**config.mk**
```make
export PLATFORM = sky130hd
export DESIGN_NAME = round_judge
export DESIGN_NICKNAME = d
export VERILOG_FILES = /design/src/rtl/game_pkg.sv /design/src/rtl/lfsr8.sv /design/src/rtl/round_judge.sv
export SDC_FILE = /design/constraint.sdc
export NUM_CORES = 1
export LEC_CHECK = 0
export CAP_MARGIN = 10
export CORE_MARGIN = 3
export CORE_UTILIZATION = 40
export DETAILED_ROUTE_END_ITERATION = 12
export PLACE_DENSITY = 0.66
export SYNTH_ARGS = -nofsm -noshare
export SYNTH_HDL_FRONTEND = slang
export SYNTH_SLANG_ARGS = --single-unit
```
**constraint.sdc**
```tcl
create_clock -name clk -period 2.5 [get_ports clk]
set_input_delay 0.5 -clock clk [delete_from_list [all_inputs] [get_ports clk]]
set_output_delay 0.5 -clock clk [all_outputs]
set_load 0.02 [all_outputs]
```
**src/rtl/game_pkg.sv**
```systemverilog
// game_pkg: shared state encoding and WHO/hint codes for the round engine and its score counter.
package game_pkg;
  typedef enum logic [2:0] {IDLE, ARM, WAIT, JUDGE, SETTLE, HOLD} state_t;
  localparam logic [1:0] WHO_NONE   = 2'b00;
  localparam logic [1:0] WHO_LOSER  = 2'b01;
  localparam logic [1:0] WHO_WINNER = 2'b10;
  localparam logic [1:0] HINT_NONE  = 2'b00;
  localparam logic [1:0] HINT_LOW   = 2'b01;
  localparam logic [1:0] HINT_HIGH  = 2'b10;
endpackage

```
**src/rtl/lfsr8.sv**
```systemverilog
// lfsr8: free-running 8-bit Galois LFSR, x^8+x^6+x^5+x^4+1, stepping every cycle.
module lfsr8 #(
  parameter logic [7:0] SEED = 8'hA5
) (
  input  logic       clk,
  input  logic       rst_n,
  output logic [7:0] q
);
  always_ff @(posedge clk or negedge rst_n)
    if (!rst_n) q <= SEED;
    else q <= {1'b0, q[7:1]} ^ (q[0] ? 8'hB8 : 8'h00);
endmodule

```
**src/rtl/round_judge.sv**
```systemverilog
// round_judge: latches a random target, judges guesses into WINNER/LOSER pulses, freezes on counter gameover.
// Define ROUND_TIMEOUT_EN to turn an unanswered WAIT into an automatic miss after TIMEOUT cycles.
module round_judge
  import game_pkg::*;
#(
  parameter int         W       = 4,
  parameter logic [7:0] SEED    = 8'hA5,
  parameter int         TIMEOUT = 16
) (
  input  logic         clk,
  input  logic         rst_n,
  input  logic         start,
  input  logic         guess_valid,
  input  logic [W-1:0] guess,
  output logic         guess_ready,
  input  logic         gameover,
  input  logic [1:0]   who,
  output logic         WINNER,
  output logic         LOSER,
  output logic [1:0]   hint,
  output logic         game_done,
  output logic [1:0]   final_who
);
  localparam int TW = $clog2(TIMEOUT + 1);
  localparam logic [TW-1:0] TLAST = TW'(TIMEOUT - 1);
  state_t state, nxt;
  logic [7:0] lfsr_q;
  logic [W-1:0] target;
  logic hit, take, tmo;
  logic unused_lfsr;
  lfsr8 #(.SEED(SEED)) u_lfsr (.clk(clk), .rst_n(rst_n), .q(lfsr_q));
  assign unused_lfsr = ^lfsr_q;
  // gameover outranks a guess, so no handshake may complete while it is high
  assign guess_ready = state == WAIT && !gameover;
  assign take        = guess_valid && guess_ready;
  assign WINNER      = state == JUDGE && hit;
  assign LOSER       = state == JUDGE && !hit;
  assign game_done   = state == HOLD;
`ifdef ROUND_TIMEOUT_EN
  logic [TW-1:0] timer;
  always_ff @(posedge clk or negedge rst_n)
    if (!rst_n) timer <= '0;
    else timer <= state == WAIT ? timer + TW'(1) : '0;
  assign tmo = state == WAIT && timer == TLAST && !take && !gameover;
`else
  logic unused_timeout;
  assign unused_timeout = ^TLAST;
  assign tmo = 1'b0;
`endif
  always_comb begin
    nxt = state;
    case (state)
      IDLE:    nxt = start ? ARM : IDLE;
      ARM:     nxt = WAIT;
      WAIT:    nxt = take || tmo ? JUDGE : WAIT;
      JUDGE:   nxt = SETTLE;
      SETTLE:  nxt = ARM;
      HOLD:    nxt = start ? ARM : HOLD;
      default: nxt = IDLE;
    endcase
    if (gameover) nxt = HOLD;
  end
  always_ff @(posedge clk or negedge rst_n)
    if (!rst_n) begin
      state     <= IDLE;
      target    <= '0;
      hit       <= 1'b0;
      hint      <= HINT_NONE;
      final_who <= WHO_NONE;
    end else begin
      state <= nxt;
      if (state == ARM) target <= lfsr_q[W-1:0];
      if (take) begin
        hit  <= guess == target;
        hint <= guess == target ? HINT_NONE : guess < target ? HINT_LOW : HINT_HIGH;
      end else if (tmo) begin
        hit  <= 1'b0;
        hint <= HINT_NONE;
      end
      final_who <= gameover ? who : state == HOLD && start ? WHO_NONE : final_who;
    end
endmodule

```
# Yosys cells after proc, flatten, opt, wreduce, memory -nomap -nowiden
# Index checks and enable logic that the tools add are counted.
# Widths: inputs -> output; s select.
# totals
regBits	20
in_bits	11
output_inout_bits	8
word_cells	33
# op_classes
magnitude_cmp	1
n_eq_ne	6
n_mux	10
bitwise	1
n_reduce_logical	9
# op_table
op	count
$pmux 3 s6	1
$mux 2	4
$mux 8	1
$xor 7x8->8	1
$eq 3x2->1 const B	2
$eq 3x3->1 const B	2
$mux 3	2
$logic_and 1x1->1	5
$eq 4x4->1	1
$lt 4x4->1	1
$eq 3x1->1 const B	1
$logic_not 3->1	1
$logic_not 1->1	2
$mux 1	2
$reduce_bool 2->1	1

# Depth between registers and ports, before layout
# logic_depth
ltp_word	6
ltp_mapped	6
ltp_nobuf	6

# Cells and area by module
# Synthesis repeated with hierarchy kept, for this count alone.
# hier_totals
cells_unflattened	70
hier_area_um2	835.8
# modules_own_cells
module	n_inst	cells_per_inst	area_per_inst_um2
round_judge	1	59	604.3
lfsr8	1	11	231.5

# Worst setup path before layout
# No wires, ideal clock.
# synth_timing
path_type	register -> output
from	reg state[2]
to	out WINNER
t_arrival_ns	1.023
t_required_ns	2.000
setup_slack_ns	0.977
path_stages_with_launch	3
path_buffers	1
cell_sequence	dfrtp_1 buf_2 nor3b_1
# synth_via
elab_chain_len	2
# synth_rtl
element	line	source
start, declared	round_judge.sv:26	state_t state, nxt;
start signal, assigned	round_judge.sv:71	state <= nxt;
$eq 3x2->1	round_judge.sv:36	assign WINNER = state == JUDGE && hit;
$logic_and 1x1->1	round_judge.sv:36	
end, declared	round_judge.sv:18	output logic WINNER,
# No other way between the ends.

# Worst setup path in the final report
# layout_timing
from	in gameover
to	out guess_ready
# layout_via
elab_chain_len	2
# layout_rtl
element	line	source
start, declared	round_judge.sv:16	input logic gameover,
$logic_not 1->1	round_judge.sv:34	assign guess_ready = state == WAIT && !gameover;
$logic_and 1x1->1	round_judge.sv:34	
end, declared	round_judge.sv:15	output logic guess_ready,
# No other way between the ends.

==> summary.txt <==
STA
  • Hold Fails Final Rpt: 0
  • Worst-Margin Slew: 0.2866 ns
  • TNS Setup: 0 ns
  • Final worst-path cycle share: 89.81%
  • Max-slew violation count: 0
  • Max-slew headroom at the worst pin: 80.90%
  • RSZ-0062 raised after global routing: no
  • Min Tclk post-route: 2.245 ns
  • Fmax: 0.4454 GHz
  • Final setup viols: 0
  • Worst clock skew: 0.002197 ns

CTS
  • CTS Root Cell: clkbuf_4
  • H-tree depth: 1
  • Number of hold buffers added after cts: 0
  • Clock buffer depth: 2
  • Clk_lat worst skew: 0.29 ns
  • Clock Pin Slew Worst Setup and Hold Paths: 0.10 ns
  • Clock Sinks: 20
  • CTS tree: done
  • Num CTS Buffers: 3
  • Post-CTS sizing: 0
  • Post-CTS setup buffers: 0

Placement
  • Dpl cells: 116
  • Gp weighted congestion: 0.8017
  • DP Wirelength: 1.062 mm
  • IO Port Bufs: 18

Setup path
  • Crit start category: primary input
  • Slowest cell on crit path: clkdlybuf4s50_1
  • Crit path capture type: output port
  • CP most frequent cell: clkdlybuf4s50_1
  • WS Path Type: primary input to output port
  • Crit-path max FO: 2
  • R2R Setup Slk: 1.12 ns
  • Critical path, cell by cell: clkdlybuf4s50_1 -> nor3_1 -> clkdlybuf4s50_1
  • Critical R2R Launch: target[1]$_DFFE_PN0P_
  • Critical path's largest stage delay: 0.63 ns
  • R2R cell count: 6
  • R2R Path End: hint[1]$_DFFE_PN0P_
  • WP data arrival: 1.75 ns
  • Worst Path Required: 2.00 ns

Detailed routing
  • Wire length per cell: 12.26 um
  • Detailed Route Iter0 Violations: 9
  • Vias: 586
  • Vias per inst: 4.883
  • DRC viols: 0
  • Number of detailed-routing iterations run before antenna repair: 4
  • ANT nets after route: 0
  • DRT Wirelength: 1.471 mm

Cells and area
  • Area Growth Syn to Fin: 30.79%
  • Final Non-Filler Cells: 120
  • Inserted Diodes: 0
  • Nets@finish: 111
  • Share of cells above drive strength 1: 14.74%

Die
  • Core area: 1839 sq um
  • Initial Util: 45.51%
  • Die Area: 2678 sq um
  • Row count: 15
  • Die H: 51.75 um
  • Die Span X: 51.75 um
  • Ports: 19

Synthesis
  • Number of distinct library cells after synthesis: 25
  • Mapped cell area: 837.1 sq um
  • Mapped Cells: 72
  • Syn Nets: 87
  • Post-synth top area cell: dfrtp_1
  • Synth warn: 0
  • Count leader, synth: dfrtp_1
  • Yosys reg bits: 20
  • Avg Cell Area, Syn: 11.63 sq um
  • Sequential fraction of the synthesis area: 60.39%
  • Post-synth ARST share: 100.0%
  • Post-synth top cells: dfrtp_1, nand2_1, inv_1
  • Share of the synthesized area in the top cell type: 47.83%
  • Top_reg_cell synth: dfrtp_1
  • Area contributors post-synth: dfrtp_1, dfstp_2, ha_1, nand2_1, a22o_1
  • Post-synth EDFFs: 0

Run
  • Maxcap violations: 0

Pwr
  • Leakage: 0.4994 nW
  • Power per Cell Area: 563.6 nW/um^2
  • VDD IR max: 387.5 uV

Worst hold path
  • Min-delay src: u_lfsr.q[3]$_DFF_PN0_
  • Worst Hold Path EP: u_lfsr.q[2]$_DFF_PN1_
  • Hold depth: 0
  • Min-Delay Path Class: flop to flop

Global routing
  • GRT overflow: 0
  • Largest net degree at the start of global routing: 21
  • Initial antenna violation count: 0
  • Total Routing Usage GR: 13.39%
  • Vias in the first global route: 636
  • First-pass GRT wire length: 2.663 mm

Outcome
  • Status: complete, no violations
==> placed cells by master (no fill, tap or decap), types with 2 or more instances in the layout <==
| master | n |
|---|---|
| nor2_1 | 3 |
| nor3_1 | 3 |
| dfrtp_1 | 16 |
| ha_1 | 4 |
| clkbuf_4 | 3 |
| o21ai_0 | 5 |
| buf_4 | 2 |
| dfstp_2 | 4 |
| nand2_1 | 7 |
| a22o_1 | 3 |
| inv_1 | 6 |
| xor2_1 | 3 |
| a21oi_1 | 4 |
| clkdlybuf4s50_1 | 18 |
==> how the worst max path moves through the flow <==
stage               cells after the start  slack [ns]           to                from
CTS                                     3        0.24  guess_ready            gameover
global placement                        3        0.27  guess_ready            gameover
floorplan                               2        0.98       WINNER  state[2]$_DFF_PN0_
finish                                  3        0.25  guess_ready            gameover
global route                            3        0.18    game_done  state[1]$_DFF_PN0_
detailed placement                      3        0.27  guess_ready            gameover
==> routing by layer <==
metal / global-route usage, % / vias to the layer above / part of all wire [%]
met5: 0 / - / 0
met4: 5.240 / 0 / 0.41
met3: 3.152 / 2 / 5.4
met2: 22.46 / 12 / 48
met1: 16.60 / 280 / 46
li1: - / 292 / -
==> cell type report <==
class / count / area [sq um]
fill: 179 / 744.5
sequential: 20 / 505.5
multi-input combinational: 45 / 304.0
timing repair buffer: 20 / 195.2
clock buffer: 4 / 36.28
tap: 25 / 31.28
inverter: 6 / 22.52
==> worst max-delay path: cells and delay by family <==
family / cells / cell delay (ns)
simple gates: 1 / 0.19
buf+inv: 2 / 1.05
==> cell families after synthesis <==
family | share of synthesized area (%)
AO/OA/AOI/OAI | 12.41
XOR/XNOR | 3.140
adder cells (fa/ha/maj) | 5.979
buffers and inverters | 3.288
flip-flops | 60.39
multiplexers | 1.345
AND/OR/NAND/NOR | 13.46
==> flip-flops by register name, summed over array words and instances (netlist names) <==
signal     cells
u_lfsr.q       8
state          3
final_who      2
hit            1
hint           2
target         4
==> where the power goes <==
group / switching (W) / internal (W) / leakage, nW
clock network: 0.0000908 / 0.0000887 / 0.0210
registers: 0.0000107 / 0.000334 / 0.254
logic: 0.0000451 / 0.0000475 / 0.225
total: 0.000147 / 0.000470 / 0.499
==> per-stage QoR <==
stage          util (%)  hold slack, ns  worst slack [ns]  total power (W)  area, sq um
2_1_floorplan         -          0.2044            0.9772        0.0003934        837.1
3_3_place_gp      57.55          0.3709            0.2658        0.0004434         1059
3_5_place_dp      57.55          0.3671            0.2654        0.0004445         1059
4_1_cts           59.52          0.3958            0.2425        0.0006271         1095
5_1_grt           59.52          0.4113            0.1789        0.0006508         1095
6_report          59.52          0.3975            0.2546        0.0006170         1095
Note: power is estimated with default switching activity, not from simulation.
